==> src/rtl/spi_pkg.sv <==
// Shared SPI block constants: byte width and FIFO depth used by the
// FIFOs and the transfer controller's burst length.
package spi_pkg;
   localparam int SPI_DATA_W     = 8;
   localparam int SPI_FIFO_DEPTH = 4;

   typedef logic [SPI_DATA_W-1:0] spi_byte_t;
endpackage

==> src/rtl/spi_fifo_mem.sv <==
// Simple dual-port register array: one synchronous write port and one
// asynchronous read port. Contents are not reset.
module spi_fifo_mem
   import spi_pkg::*;
#(
   parameter int DATA_W = SPI_DATA_W,
   parameter int DEPTH  = SPI_FIFO_DEPTH,
   localparam int AW    = $clog2(DEPTH)
) (
   input  logic              clk,
   input  logic              we,
   input  logic [AW-1:0]     waddr,
   input  logic [DATA_W-1:0] wdata,
   input  logic [AW-1:0]     raddr,
   output logic [DATA_W-1:0] rdata
);

   logic [DATA_W-1:0] mem [DEPTH];

   always_ff @(posedge clk) begin
      if (we) begin
         mem[waddr] <= wdata;
      end
   end

   assign rdata = mem[raddr];

endmodule

==> src/rtl/spi_byte_fifo.sv <==
// First-word-fall-through byte FIFO between the SPI bus interface and the
// transfer controller. Sticky error flags exist only with SPI_FIFO_ERR_FLAGS_EN.
module spi_byte_fifo
   import spi_pkg::*;
#(
   parameter int DATA_W = SPI_DATA_W,
   parameter int DEPTH  = SPI_FIFO_DEPTH,
   localparam int AW    = $clog2(DEPTH)
) (
   input  logic              clk,
   input  logic              reset,
   input  logic              clr,
   input  logic              wr_en,
   input  logic [DATA_W-1:0] wr_data,
   input  logic              rd_en,
   output logic [DATA_W-1:0] rd_data,
   output logic              empty,
   output logic              full,
   output logic [AW:0]       count,
   output logic              overflow,
   output logic              underflow
);

   localparam logic [AW:0] PTR_ONE = {{AW{1'b0}}, 1'b1};

   logic [AW:0]       wr_ptr;
   logic [AW:0]       rd_ptr;
   logic              push_ok;
   logic              pop_ok;
   logic [DATA_W-1:0] head;

   // wr_en/rd_en are single-cycle requests with no backpressure signal:
   // a push is taken when space exists (or a pop frees a slot the same
   // cycle), a pop when data exists; anything else is dropped and flagged.
   assign pop_ok  = rd_en && !empty;
   assign push_ok = wr_en && (!full || pop_ok);

   assign empty = (wr_ptr == rd_ptr);
   assign full  = (wr_ptr[AW-1:0] == rd_ptr[AW-1:0]) && (wr_ptr[AW] != rd_ptr[AW]);
   assign count = wr_ptr - rd_ptr;

   always_ff @(posedge clk) begin
      if (reset || clr) begin
         wr_ptr <= '0;
         rd_ptr <= '0;
      end else begin
         if (push_ok) begin
            wr_ptr <= wr_ptr + PTR_ONE;
         end
         if (pop_ok) begin
            rd_ptr <= rd_ptr + PTR_ONE;
         end
      end
   end

   spi_fifo_mem #(
      .DATA_W (DATA_W),
      .DEPTH  (DEPTH)
   ) u_mem (
      .clk   (clk),
      .we    (push_ok && !clr && !reset),
      .waddr (wr_ptr[AW-1:0]),
      .wdata (wr_data),
      .raddr (rd_ptr[AW-1:0]),
      .rdata (head)
   );

   assign rd_data = empty ? '0 : head;

`ifdef SPI_FIFO_ERR_FLAGS_EN
   logic overflow_q;
   logic underflow_q;

   always_ff @(posedge clk) begin
      if (reset || clr) begin
         overflow_q  <= 1'b0;
         underflow_q <= 1'b0;
      end else begin
         if (wr_en && !push_ok) begin
            overflow_q <= 1'b1;
         end
         if (rd_en && !pop_ok) begin
            underflow_q <= 1'b1;
         end
      end
   end

   assign overflow  = overflow_q;
   assign underflow = underflow_q;
`else
   assign overflow  = 1'b0;
   assign underflow = 1'b0;
`endif

endmodule
==> config.mk <==
export PLATFORM = sky130hd
export DESIGN_NAME = spi_byte_fifo
export DESIGN_NICKNAME = d
export VERILOG_FILES = /design/src/rtl/spi_pkg.sv /design/src/rtl/spi_fifo_mem.sv /design/src/rtl/spi_byte_fifo.sv
export SDC_FILE = /design/constraint.sdc
export NUM_CORES = 1
export LEC_CHECK = 0
export ABC_AREA = 1
export BUFFER_PORTS_ARGS = -buffer_cell sky130_fd_sc_hd__buf_2
export CAP_MARGIN = 10
export CORE_MARGIN = 5
export CORE_UTILIZATION = 50
export CTS_CLUSTER_SIZE = 10
export DETAILED_ROUTE_END_ITERATION = 12
export HOLD_SLACK_MARGIN = 0.08
export PLACE_DENSITY = 0.72
export SKIP_CTS_REPAIR_TIMING = 1
export SLEW_MARGIN = 20
export SYNTH_ARGS = -nofsm -noshare
export SYNTH_HDL_FRONTEND = slang
export SYNTH_SLANG_ARGS = --single-unit
export TNS_END_PERCENT = 10
==> constraint.sdc <==
create_clock -name clk -period 5.07 [get_ports clk]
set_input_delay 0.2535 -clock clk [delete_from_list [all_inputs] [get_ports clk]]
set_output_delay 0.2535 -clock clk [all_outputs]
set_load 0.005 [all_outputs]
==> results.py <==
metrics = {
    "yosys": {
        "synth_enable_flop_cells": 32,
        "async_reset_ff_frac": 0,
        "post-synth-top-area-fraction": 0.536,
        "netlist_area_um2": 1790,
        "synth.area.top_cells": "edfxtp_1 (54%), nor2_1 (9.2%), dfxtp_1 (8.9%), ha_1 (4.9%), o21ai_0 (4.5%)",
        "post-synth-top-area-cell": "edfxtp_1",
        "dominantRegCellSynth": "edfxtp_1",
        "synth_seq_cells": 40,
        "synth.top_cells.by_count": "nor2_1 (44), edfxtp_1 (32), o21ai_0 (16)",
        "yosysSeqAreaShare": 0.626,
        "ys_types": 21,
        "post_synth.cell_area_avg_um2": 10.5,
        "postSynthCellCount": 170,
        "synth.yosys.warnings": 0,
        "synthMostInstantiatedCell": "nor2_1",
    },
    "layout": {
        "nets": 218,
        "antenna-diode-count": 0,
        "layout-drive-gt1-share": 0.202,
        "fillCellCount": 316,
        "syn2layout_area_growth_pct": 10.7,
        "final_design_area_no_fill_um2": 1980,
    },
    "clock_tree": {
        "tritoncts": "yes",
        "clock_tree.root_cell": "clkbuf_4",
        "htree_levels": 2,
        "tritoncts_num_sinks": 40,
        "clkLatencyLatePin_ps": 340,
        "cts.clk_slew.worst_paths_ps": 110,
        "clk_path_buf_depth": 2,
        "cts_made_buffers": 5,
    },
    "critical_path": {
        "crit_type": "reg -> reg",
        "setup_slack_reg_to_reg_ps": 2900,
        "worst-path-max-fanout": 8,
        "reg2reg_launch_point": "wr_ptr[0]$_SDFFE_PP0P_",
        "timing.rr.end": "u_mem.mem[1][0]$_DFFE_PP_",
        "startpoint_type": "flop",
        "reg2reg_path_depth": 9,
        "endpoint_kind": "flop",
        "worst-endpoint-arrival_ps": 2150,
        "timing.critical_path.required_ps": 5060,
    },
    "timing": {
        "hold_viol": 0,
        "fmaxAchievable_ghz": 0.461,
        "setup_viol": 0,
        "maxSlewViolCount": 0,
        "rsz0062_at_grt": "false",
        "skew_ps": 15.0,
        "finalCritPeriodShare": 0.427,
        "tmin_final_ps": 2170,
        "slew_headroom": 0.544,
        "setup_total_negative_slack_ps": 0,
        "max_slew.worst_pin.slew_ps": 682,
    },
    "global_routing": {
        "first_global_vias": 1166,
        "grt_antenna_before_repair": 0,
        "grt_use_total": 0.150,
        "first_pass_grt_wire_length_mm": 5.54,
        "grt_start_max_net_pins": 18,
        "overflow": 0,
    },
    "job": {
        "maxCapViolations": 0,
    },
    "pwr": {
        "power.density_nw_per_um2": 276,
        "power.ir.vdd_worst_mv": 0.178,
        "power.leakage_uw": 0.000802,
    },
    "run_status": {
        "status": "finished, final reports clean",
    },
    "min_path": {
        "timing.hold.worst_endpoint": "u_mem.mem[1][2]$_DFFE_PP_",
        "worst_hold_path_type": "in -> reg",
        "source_of_the_worst_hold_timing_path": "wr_data[2]",
        "worst_hold_path.num_cells": 1,
    },
    "place": {
        "place_area_um2": 1930,
        "globalplace.congestion": 0.875,
        "post-dp-hpwl_mm": 2.74,
        "placement.io_buffers": 25,
    },
    "routing": {
        "vias": 1235,
        "detail_route.first_pass.iterations": 4,
        "remaining_drc_errors": 0,
        "detail_route.vias_per_cell": 5.06,
        "initialDrtViolationCount": 147,
        "post_drt_wl_per_cell_um": 14.9,
        "drtAntennaViolNets": 0,
        "wirelength_mm": 3.63,
    },
    "floorplanning": {
        "initial_utilization": 0.525,
        "core.rowCount": 21,
        "coreArea_um2": 3420,
        "die_h_um": 69.9,
        "top_level_ports": 28,
        "design.die.area_um2": 4880,
        "die_w_um": 69.9,
    },
}
## layout make-up
class	instances	area [µm²]	share of cell area
multi-input cells	106	559	0.282
clock inverters	1	3.75	0.00189
clock buffers	7	45.0	0.0227
well taps	46	57.6	0.0290
inverters	19	71.3	0.0360
flip-flops and latches	40	1120	0.565
repair buffers	25	125	0.0631
## routing by layer
metal	share of wire	track usage	wire length, µm	vias to the layer above
met5	0	0	0	-
met4	0.018	0.0574	66	0
met3	0.060	0.0445	218	7
met2	0.52	0.258	1900	44
met1	0.40	0.176	1450	576
li1	-	-	-	608
## per-stage QoR
stage                     power [µW]  std cells   util  setup WS [ps]  hold slack, ps
final                            548        244  0.581           2900             147
after global routing             571        244  0.581           2730             129
after CTS                        552        244  0.581           2870             149
after detailed placement         413        236  0.566           2880             503
after global placement           411        236  0.566           2960             490
after floorplan                  393        171      -           3160             352
## report_power, final
group / switching [µW] / leakage, µW / total (µW) / internal, µW
clock network: 89.7 / 0.0000269 / 143 / 53.3
logic: 28.6 / 0.000422 / 44.4 / 15.8
registers: 2.98 / 0.000354 / 361 / 358
total: 121 / 0.000802 / 548 / 427
## critical path, stage by stage (launching register included)
cell     delay, ps
dfxtp_1        410
inv_1          110
ha_1           300
nand2_1         80
inv_1           80
nand3_2        110
nand2_2         60
inv_2           70
nand2_2         70
nor2_1         540
## state kept, by name, indices dropped and copies added (netlist names), named ones only
name,count
u_mem.mem,32
wr_ptr,3
rd_ptr,3
## logic make-up (layout without fill, tap and decap cells)
family / count (synthesis) / after routing / synth area share
xor+xnor: 3 / 3 / 0.0147
other cells: 1 / 2 / 0.00209
compound gates: 28 / 28 / 0.0782
simple gates: 65 / 65 / 0.155
flops: 40 / 40 / 0.626
buf+inv: 25 / 52 / 0.0642
fa+ha+maj: 8 / 8 / 0.0601
## placed cells by master (no fill, tap or decap)
cell,count
nor2_1,44
edfxtp_1,32
buf_2,25
o21ai_0,16
inv_1,15
a21oi_1,12
nand2_1,9
dfxtp_1,8
ha_1,7
nand3_1,5
clkbuf_4,5
nand2_2,4
inv_2,4
xor2_1,3
conb_1,2
clkbuf_1,2
nand2_4,1
nand3_2,1
nand3b_1,1
fa_1,1
clkinv_1,1
## worst max-delay path by stage
stage	start	end	slack, ps
global route	wr_ptr[0]$_SDFFE_PP0P_	u_mem.mem[3][5]$_DFFE_PP_	2730
detailed placement	wr_ptr[0]$_SDFFE_PP0P_	u_mem.mem[1][0]$_DFFE_PP_	2880
floorplan	wr_ptr[0]$_SDFFE_PP0P_	u_mem.mem[0][0]$_DFFE_PP_	3160
global placement	wr_ptr[0]$_SDFFE_PP0P_	u_mem.mem[1][0]$_DFFE_PP_	2960
CTS	wr_ptr[0]$_SDFFE_PP0P_	u_mem.mem[1][4]$_DFFE_PP_	2870
finish	wr_ptr[0]$_SDFFE_PP0P_	u_mem.mem[1][0]$_DFFE_PP_	2900
(Power assumes the default switching activity.)
